==> src/rtl/ulpi_reg_ctl.sv <==
// ulpi_reg_ctl: link-side ULPI register access engine plus RX CMD decoder.
//   clk/rst         60 MHz ULPI clock, synchronous active-high reset
//   ulpi_*          ULPI bus (dir/nxt/data_in from PHY; data_out/oe/stp to PHY)
//   reg_en/we/addr/din  single-register request from the state controller
//   reg_dout/rdy/err    completion pulse, read data, timeout qualifier
//   line_state/vbus_state  fields of the last decoded RX CMD byte
// Register accesses use immediate addressing only (0x00-0x3F); an access that
// loses the bus to the PHY is abandoned silently and retried once dir has been
// low for two cycles.
module ulpi_reg_ctl #(
  parameter int NXT_TIMEOUT = 255
) (
  input  logic       clk,
  input  logic       rst,
  input  logic       ulpi_dir,
  input  logic       ulpi_nxt,
  input  logic [7:0] ulpi_data_in,
  output logic [7:0] ulpi_data_out,
  output logic       ulpi_data_oe,
  output logic       ulpi_stp,
  input  logic       reg_en,
  input  logic       reg_we,
  input  logic [7:0] reg_addr,
  input  logic [7:0] reg_din,
  output logic [7:0] reg_dout,
  output logic       reg_rdy,
  output logic       reg_err,
  output logic [1:0] line_state,
  output logic [1:0] vbus_state
);

  localparam int CW = $clog2(NXT_TIMEOUT + 1);
  localparam logic [CW-1:0] TO_LAST = CW'(NXT_TIMEOUT - 1);

  typedef enum logic [2:0] {S_IDLE, S_CMD, S_WDATA, S_STP, S_RTURN, S_RDATA} state_t;

  state_t        state, state_nx;
  logic          dir_q, pend, we_q, tflag;
  logic [5:0]    addr_q;
  logic [7:0]    din_q;
  logic [CW-1:0] cnt;

  logic [7:0] data_nx, dout_nx;
  logic       stp_nx, rdy_nx, err_nx, pend_clr, tflag_nx;
  logic       start, to_hit, rx_dec;
  logic       unused_addr;

  assign unused_addr  = ^reg_addr[7:6];
  assign ulpi_data_oe = ~ulpi_dir;
  // Bus is free only after dir has been low this cycle and the previous one.
  assign start  = pend && !ulpi_dir && !dir_q;
  // Counter value TO_LAST on the edge being evaluated means NXT_TIMEOUT cycles
  // have been spent in the state without nxt.
  assign to_hit = (cnt == TO_LAST);
  // RX CMD: PHY owns the bus past turnaround, no nxt, and not our read data.
  assign rx_dec = ulpi_dir && dir_q && !ulpi_nxt && (state != S_RDATA);

  // State and registered outputs
  always_ff @(posedge clk) begin
    if (rst) begin
      state         <= S_IDLE;
      dir_q         <= 1'b0;
      pend          <= 1'b0;
      we_q          <= 1'b0;
      addr_q        <= '0;
      din_q         <= '0;
      tflag         <= 1'b0;
      cnt           <= '0;
      ulpi_data_out <= 8'h00;
      ulpi_stp      <= 1'b0;
      reg_dout      <= 8'h00;
      reg_rdy       <= 1'b0;
      reg_err       <= 1'b0;
      line_state    <= 2'b00;
      vbus_state    <= 2'b00;
    end else begin
      state         <= state_nx;
      dir_q         <= ulpi_dir;
      tflag         <= tflag_nx;
      ulpi_data_out <= data_nx;
      ulpi_stp      <= stp_nx;
      reg_dout      <= dout_nx;
      reg_rdy       <= rdy_nx;
      reg_err       <= err_nx;
      if (pend_clr)
        pend <= 1'b0;
      else if (reg_en && !pend && state == S_IDLE) begin
        pend   <= 1'b1;
        we_q   <= reg_we;
        addr_q <= reg_addr[5:0];
        din_q  <= reg_din;
      end
      if (state_nx != state || (state != S_CMD && state != S_WDATA))
        cnt <= '0;
      else
        cnt <= cnt + 1'b1;
      if (rx_dec) begin
        line_state <= ulpi_data_in[1:0];
        vbus_state <= ulpi_data_in[3:2];
      end
    end
  end

  // Next state
  always_comb begin
    state_nx = state;
    case (state)
      S_IDLE:  if (start) state_nx = S_CMD;
      S_CMD: begin
        if (ulpi_dir)      state_nx = S_IDLE;
        else if (ulpi_nxt) state_nx = we_q ? S_WDATA : S_RTURN;
        else if (to_hit)   state_nx = S_STP;
      end
      S_WDATA: begin
        if (ulpi_dir)      state_nx = S_IDLE;
        else if (ulpi_nxt) state_nx = S_STP;
        else if (to_hit)   state_nx = S_STP;
      end
      S_STP:   state_nx = S_IDLE;
      S_RTURN: state_nx = ulpi_dir ? S_RDATA : S_IDLE;
      S_RDATA: state_nx = S_IDLE;
      default: state_nx = S_IDLE;
    endcase
  end

  // Next values of the registered outputs
  always_comb begin
    data_nx  = ulpi_data_out;
    dout_nx  = reg_dout;
    stp_nx   = 1'b0;
    rdy_nx   = 1'b0;
    err_nx   = 1'b0;
    pend_clr = 1'b0;
    tflag_nx = tflag;
    case (state)
      S_IDLE: if (start) data_nx = {(we_q ? 2'b10 : 2'b11), addr_q};
      S_CMD: begin
        if (ulpi_dir)      data_nx = 8'h00;
        else if (ulpi_nxt) data_nx = we_q ? din_q : 8'h00;
        else if (to_hit) begin
          data_nx  = 8'h00;
          stp_nx   = 1'b1;
          tflag_nx = 1'b1;
        end
      end
      S_WDATA: begin
        if (ulpi_dir) data_nx = 8'h00;
        else if (ulpi_nxt) begin
          data_nx = 8'h00;
          stp_nx  = 1'b1;
        end else if (to_hit) begin
          data_nx  = 8'h00;
          stp_nx   = 1'b1;
          tflag_nx = 1'b1;
        end
      end
      S_STP: begin
        rdy_nx   = 1'b1;
        err_nx   = tflag;
        pend_clr = 1'b1;
        tflag_nx = 1'b0;
      end
      S_RTURN: if (!ulpi_dir) data_nx = 8'h00;
      S_RDATA: begin
        if (ulpi_dir && !ulpi_nxt) begin
          dout_nx  = ulpi_data_in;
          rdy_nx   = 1'b1;
          pend_clr = 1'b1;
        end else
          data_nx = 8'h00;
      end
      default: data_nx = 8'h00;
    endcase
  end

endmodule

==> config.mk <==
export PLATFORM = sky130hd
export DESIGN_NAME = ulpi_reg_ctl
export DESIGN_NICKNAME = d
export VERILOG_FILES = /design/src/rtl/ulpi_reg_ctl.sv
export SDC_FILE = /design/constraint.sdc
export NUM_CORES = 1
export LEC_CHECK = 0
export ABC_CLOCK_PERIOD_IN_PS = 2200
export CORE_ASPECT_RATIO = 1.75
export CORE_MARGIN = 3
export CORE_UTILIZATION = 50
export CTS_CLUSTER_SIZE = 14
export DETAILED_ROUTE_END_ITERATION = 16
export GPL_TIMING_DRIVEN = 0
export PLACE_DENSITY = 0.82
export SETUP_SLACK_MARGIN = 0.2
export SLEW_MARGIN = 0
export SYNTH_ARGS = -nofsm -noshare
export SYNTH_HDL_FRONTEND = slang
export SYNTH_SLANG_ARGS = --single-unit
export TNS_END_PERCENT = 5
==> constraint.sdc <==
create_clock -name clk -period 2.2 [get_ports clk]
set_clock_uncertainty 0.05 [all_clocks]
set_input_delay 0.33 -clock clk [delete_from_list [all_inputs] [get_ports clk]]
set_output_delay 0.33 -clock clk [all_outputs]
set_load 0.005 [all_outputs]
==> results.json, run 1 <==
{
  "status": "completed",
  "synth.distinct_cells": 47,
  "critPathLaunchType": "register",
  "sw_frac_of_total": 0.2347,
  "dieArea_um2": 5719,
  "rows": 32,
  "synth_top_flop_cell": "dfxtp_1",
  "drt-total-wl_um": 5248,
  "wl_per_cell_um": 14.18,
  "worstHoldStart": "ulpi_dir",
  "grt_start_max_net_pins": 15,
  "syn_nets": 290,
  "hpwl_um": 4025,
  "top_usage_layer": "met2",
  "synth_edf_count": 0,
  "slowest_stage": "or3_1",
  "powerDensity_nw_per_um2": 578.3,
  "drt.antenna.violating_nets": 0,
  "clk_path_buf_depth": 2,
  "layout.cells.most_common": "dfxtp_1",
  "critical_path_class": "register to register",
  "drcViolationCount": 0,
  "crit_arrival_ps": 2070,
  "tns_ps": 0,
  "placed_cell_area_um2": 2963,
  "reg2reg_from": "state[1]",
  "peakVddDrop_v": 0.0004228,
  "cts_hold_buf": 0,
  "initialDrtViolationCount": 41,
  "synth-async-reset-ratio": 0,
  "setup_viol": 0,
  "slew_headroom": 0.4494,
  "antenna_found_initial": 0,
  "yosysWarnings": 0,
  "die_w_um": 58.47,
  "synth.cell_area_um2": 2409,
  "io_pins": 54,
  "yosys-top-cells-area": "dfxtp_1 43%, mux2i_1 11%, nor2_1 6.5%",
  "finalCriticalPeriod_ps": 1938,
  "synth_top_area_frac": 0.4322,
  "p_switching_uw": 422.7,
  "synth_xor_area_frac": 0.02182,
  "cp-startpoint": "state[1]",
  "grt_pass1_wl_um": 9066,
  "cts_tree": "done",
  "yosys.area.top_type": "dfxtp_1",
  "start_util": 0.5324,
  "path_cells": "or3_1, buf_2, nor3b_2, buf_4, buf_6, mux2i_1, nor2_1",
  "hold_path.class": "input pin to register",
  "cp_data_required_time_ps": 2330,
  "drtPass1Iterations": 4,
  "yosysSeqAreaShare": 0.4322,
  "final_cell_mix": "52 x dfxtp_1, 49 x clkdlybuf4s50_1, 42 x nor2_1",
  "rsz0062_at_grt": "true",
  "maxCapViolations": 0,
  "synth_top_family_by_area": "simple AND/OR/NAND/NOR gates",
  "cts.clk_slew.worst_paths_ps": 90,
  "critPathMaxStageDelay_ps": 390,
  "end_kind": "register",
  "comb_power_share": 0.129,
  "stdcell_area_um2": 3114,
  "grt_use_met1": 0.2121,
  "gp_congestion": 0.8509,
  "core_um2": 4524,
  "layout-area-overhead-vs-synth_pct": 29.30,
  "syn_avg_cell_area_um2": 9.336,
  "insertion_delay_ps": 290,
  "synth_cells": 258,
  "dp_slack_ps": -155.6,
  "h-tree-depth": 2,
  "leakage_nw": 1.098,
  "grt_pass1_vias": 2109,
  "grt.total_usage": 0.1979,
  "gr-usage-met2": 0.3523,
  "r2r_slack_ps": 260,
  "drive_gt1_frac": 0.1066,
  "internal-power_mw": 1.378,
  "crit_path_max_fanout": 10,
  "worst_pin_slew_ps": 821.0,
  "clock-sinks": 52,
  "grt_remaining_overflow": 0,
  "max_freq_mhz": 516.1,
  "synth_adder_area_share": 0.01039,
  "numCtsBuffers": 5,
  "synth_simple_gate_area_share": 0.1823,
  "vias": 2006,
  "routed_via_density": 5.422,
  "pwr-share-clk": 0.321,
  "min_period_over_period": 0.8807,
  "synth.area.mux_share": 0.1122,
  "synth_seq_cells": 52,
  "synth-compound-area-share": 0.1584,
  "grtUsageMet3": 0.05026,
  "seqPwrFrac": 0.550,
  "final.setup.worst_slack_ps": 262.4,
  "slew_violations": 0,
  "final_hold_viol_count": 0,
  "nets": 351,
  "cts_root_buf": "clkbuf_8",
  "n_antenna_cell": 0,
  "die_h_um": 97.82,
  "numPortBuffers": 49
}
-- final cells by class --
| class | instances | area (um2) |
|---|---|---|
| Tap cell | 51 | 63.81 |
| Multi-Input combinational cell | 162 | 1185 |
| Sequential cell | 52 | 1041 |
| Fill cell | 364 | 1410 |
| Timing Repair Buffer | 54 | 528.0 |
| Buffer | 18 | 102.6 |
| Clock buffer | 7 | 96.34 |
| Inverter | 26 | 97.59 |
-- power groups by stage --
| stage | Clock (mW) | Sequential, mW | Combinational, mW |
|---|---|---|---|
| floorplan | 0 | 1.01 | 0.131 |
| global placement | 0 | 1.01 | 0.219 |
| detailed placement | 0 | 1.01 | 0.222 |
| CTS | 0.591 | 0.991 | 0.224 |
| global route | 0.624 | 0.995 | 0.256 |
| finish | 0.577 | 0.991 | 0.232 |
-- synth_stat cells (2+ instances only) --
cell,count
nor3_1,2
o221ai_2,2
nor2_1,42
buf_6,3
dfxtp_1,52
or3_1,2
o32ai_1,7
nor4b_1,2
buf_2,6
buf_1,2
and4_1,2
nand3_1,4
mux2i_1,27
a21oi_1,6
nor3b_1,3
o21ai_0,2
or2b_1,2
ha_1,2
xor2_1,5
nand2_1,3
o211ai_1,7
a211oi_1,3
or2_2,2
inv_1,26
o221ai_1,7
clkbuf_1,6
nand2b_1,11
-- path summary, 6_finish.rpt --
path / endpoint / depth (start not counted)
max: din_q[6] / 7
max reg2reg: din_q[6] / 7
min: dir_q / 3
min reg2reg: addr_q[2] / 2
-- worst max-delay path: cells and delay by family (launching register included) --
kind,cells,cell delay (ps)
simple gates,3,630
mux,1,230
flops,1,360
buf+inv,3,550
-- stage by stage --
step                  util  std cells  hold slack (ps)  power, mW
floorplan                -        258            402.5      1.140
global placement    0.6549        358            423.0      1.231
detailed placement  0.6549        358            430.6      1.235
CTS                 0.6795        367            411.9      1.806
global route        0.6883        370            461.1      1.875
finish              0.6883        370            438.1      1.801
-- per-layer routing --
metal | wire length [um] | vias up | part of all wire
met5 | 0 | - | 0
met4 | 131 | 0 | 0.025
met3 | 265 | 13 | 0.050
met2 | 2804 | 60 | 0.53
met1 | 2048 | 918 | 0.39
li1 | - | 1015 | -
-- cells by family after synthesis --
kind of cell | count (synthesis)
AND/OR/NAND/NOR | 84
flip-flops | 52
buffers and inverters | 44
AO/OA/AOI/OAI | 43
multiplexers | 27
XOR/XNOR | 6
adder cells (fa/ha/maj) | 2
-- what timing repair did --
action | in CTS | in global routing
endpoints found under the setup margin | 3 | 20
gates resized for setup | 0 | 5
pin swaps | 2 | 0
buffers inserted | 2 | 3
-- state kept, by name, summed over array words and instances, names as in the netlist --
| signal | flops |
|---|---|
| din_q | 8 |
| vbus_state | 2 |
| ulpi_stp | 1 |
| pend | 1 |
| line_state | 2 |
| cnt | 8 |
| ulpi_data_out | 8 |
| dir_q | 1 |
| we_q | 1 |
| state | 3 |
| tflag | 1 |
| reg_rdy | 1 |
| addr_q | 6 |
| reg_dout | 8 |
| reg_err | 1 |
No activity file was read; power rests on OpenSTA's default activity.
==> inputs of run 2 (changes only) <==
--- a/config.mk
+++ b/config.mk
@@ -12,7 +12,8 @@
 export CTS_CLUSTER_SIZE = 14
 export DETAILED_ROUTE_END_ITERATION = 16
 export GPL_TIMING_DRIVEN = 0
-export PLACE_DENSITY = 0.82
+export HOLD_SLACK_MARGIN = 0.12
+export PLACE_DENSITY_LB_ADDON = 0.12
 export SETUP_SLACK_MARGIN = 0.2
 export SLEW_MARGIN = 0
 export SYNTH_ARGS = -nofsm -noshare
==> results.json, run 2 (same netlist as run 1, synthesis figures left out) <==
{
  "grt.total_usage": 0.1953,
  "worst_pin_slew_ps": 802.4,
  "r2r-end": "ulpi_data_out[4]",
  "r2r_slack_ps": 280,
  "worst_hold_path.num_cells": 3,
  "gp_congestion": 0.9398,
  "status": "completed",
  "slew_violations": 0,
  "finalCriticalPeriod_ps": 1924,
  "highest_layer": "met4",
  "critPathMaxStageDelay_ps": 510,
  "critPathLaunchType": "register",
  "dieArea_um2": 5719,
  "n_antenna_cell": 0,
  "clock-sinks": 52,
  "cts.clk_slew.worst_paths_ps": 90,
  "die_h_um": 97.82,
  "setup_viol": 0,
  "core_um2": 4524,
  "met1_length_um": 2112,
  "die_w_um": 58.47,
  "drcViolationCount": 0,
  "powerDensity_nw_per_um2": 579.7,
  "routed-wl-met2_um": 2826,
  "numPortBuffers": 49,
  "placed_cell_area_um2": 2963,
  "grt_pass1_vias": 1991,
  "clk_path_buf_depth": 2,
  "crit_buf_inv": 1,
  "hold_path.class": "input pin to register",
  "critical_path_class": "register to register",
  "rows": 32,
  "stdcell_area_um2": 3078,
  "maxCapViolations": 0,
  "slew_headroom": 0.4618,
  "routed_via_density": 5.465,
  "tns_ps": 0,
  "path_cells": "and4_1, a41oi_1, o311ai_4, buf_6, o221ai_2",
  "hpwl_um": 4006,
  "reg2reg_from": "cnt[2]",
  "holdWs_ps": 435.4,
  "initialDrtViolationCount": 30,
  "drt-total-wl_um": 5259,
  "io_pins": 54,
  "slowest_stage": "o311ai_4",
  "wl_per_cell_um": 14.29,
  "grt_remaining_overflow": 0,
  "numCtsBuffers": 5,
  "fin_cells": 368,
  "end_kind": "register",
  "dpl.cell_count": 358,
  "cp_data_required_time_ps": 2350,
  "grt_pass1_wl_um": 8866,
  "crit_cells": 5,
  "crit_arrival_ps": 2070,
  "cts_tree": "done",
  "cts_root_buf": "clkbuf_8",
  "cp-startpoint": "cnt[2]",
  "drtPass1Iterations": 4,
  "layout.cells.most_common": "dfxtp_1",
  "peakVddDrop_v": 0.0005454,
  "insertion_delay_ps": 310,
  "cts_hold_buf": 0,
  "min_period_over_period": 0.8744,
  "drt.antenna.violating_nets": 0,
  "final_hold_viol_count": 0,
  "dp_slack_ps": -170.6,
  "nets": 348,
  "dr_wl_met3_um": 214,
  "final_cell_mix": "52 x dfxtp_1, 49 x clkdlybuf4s50_1, 42 x nor2_1",
  "critical-path-top-delay-family": "compound AO/OA/AOI/OAI gates",
  "start_util": 0.5324,
  "layout-area-overhead-vs-synth_pct": 27.79,
  "rsz0062_at_grt": "true",
  "reg2reg_depth": 5,
  "fin_util": 0.6803,
  "vias": 2011,
  "drive_gt1_frac": 0.09464,
  "crit_path_max_fanout": 10,
  "h-tree-depth": 2,
  "power_mw": 1.784,
  "antenna_found_initial": 0,
  "nFillCells": 387,
  "max_freq_mhz": 519.8,
  "critPathCapture": "ulpi_data_out[4]",
  "grt_start_max_net_pins": 15,
  "final.setup.worst_slack_ps": 276.3,
  "leakage_nw": 1.078
}
run 2: cell types whose count changed in the layout (fill, tap and decap cells not counted), sizes merged:
cell	change
clkbuf	+2
buf	-4
run 2: layout make-up:
class	count	area, um2	area share
inverters	26	97.59	0.03171
well taps	51	63.81	0.02073
flip-flops and latches	52	1041	0.3382
multi-input cells	162	1176	0.3821
repair buffers	51	505.5	0.1642
plain buffers	18	103.9	0.03374
clock buffers	8	90.09	0.02927
run 2: power by group:
part,switching [mW],leakage [nW],internal [mW]
Sequential,0.0201,0.422,0.971
Combinational,0.106,0.610,0.123
Clock,0.306,0.0455,0.257
run 2: how the worst min path moves through the flow:
stage	startpoint	to	slack [ps]
after floorplan	cnt[0]	cnt[0]	400
after global placement	tflag	reg_err	420
after detailed placement	tflag	reg_err	430
after CTS	rst	ulpi_data_out[7]	440
after global routing	rst	ulpi_data_out[3]	450
final	rst	ulpi_data_out[7]	440
run 2: worst register-to-register path: cells and delay by family, from the launching register on:
family | cells | cell delay [ps]
and+or+nand+nor | 1 | 280
AOI/OAI and AO/OA | 3 | 840
buffers and inverters | 1 | 210
DFF | 1 | 420
run 2: per-layer routing:
| metal | GRT usage | vias to the layer above |
|---|---|---|
| li1 | - | 1007 |
| met1 | 0.2168 | 951 |
| met2 | 0.3463 | 43 |
| met3 | 0.04497 | 10 |
| met4 | 0.07500 | 0 |
| met5 | 0 | - |
run 2: repair_timing:
item,CTS,global route
endpoints found under the setup margin,2,22
buffers inserted,0,2
resized for setup,1,3
cloned,0,0
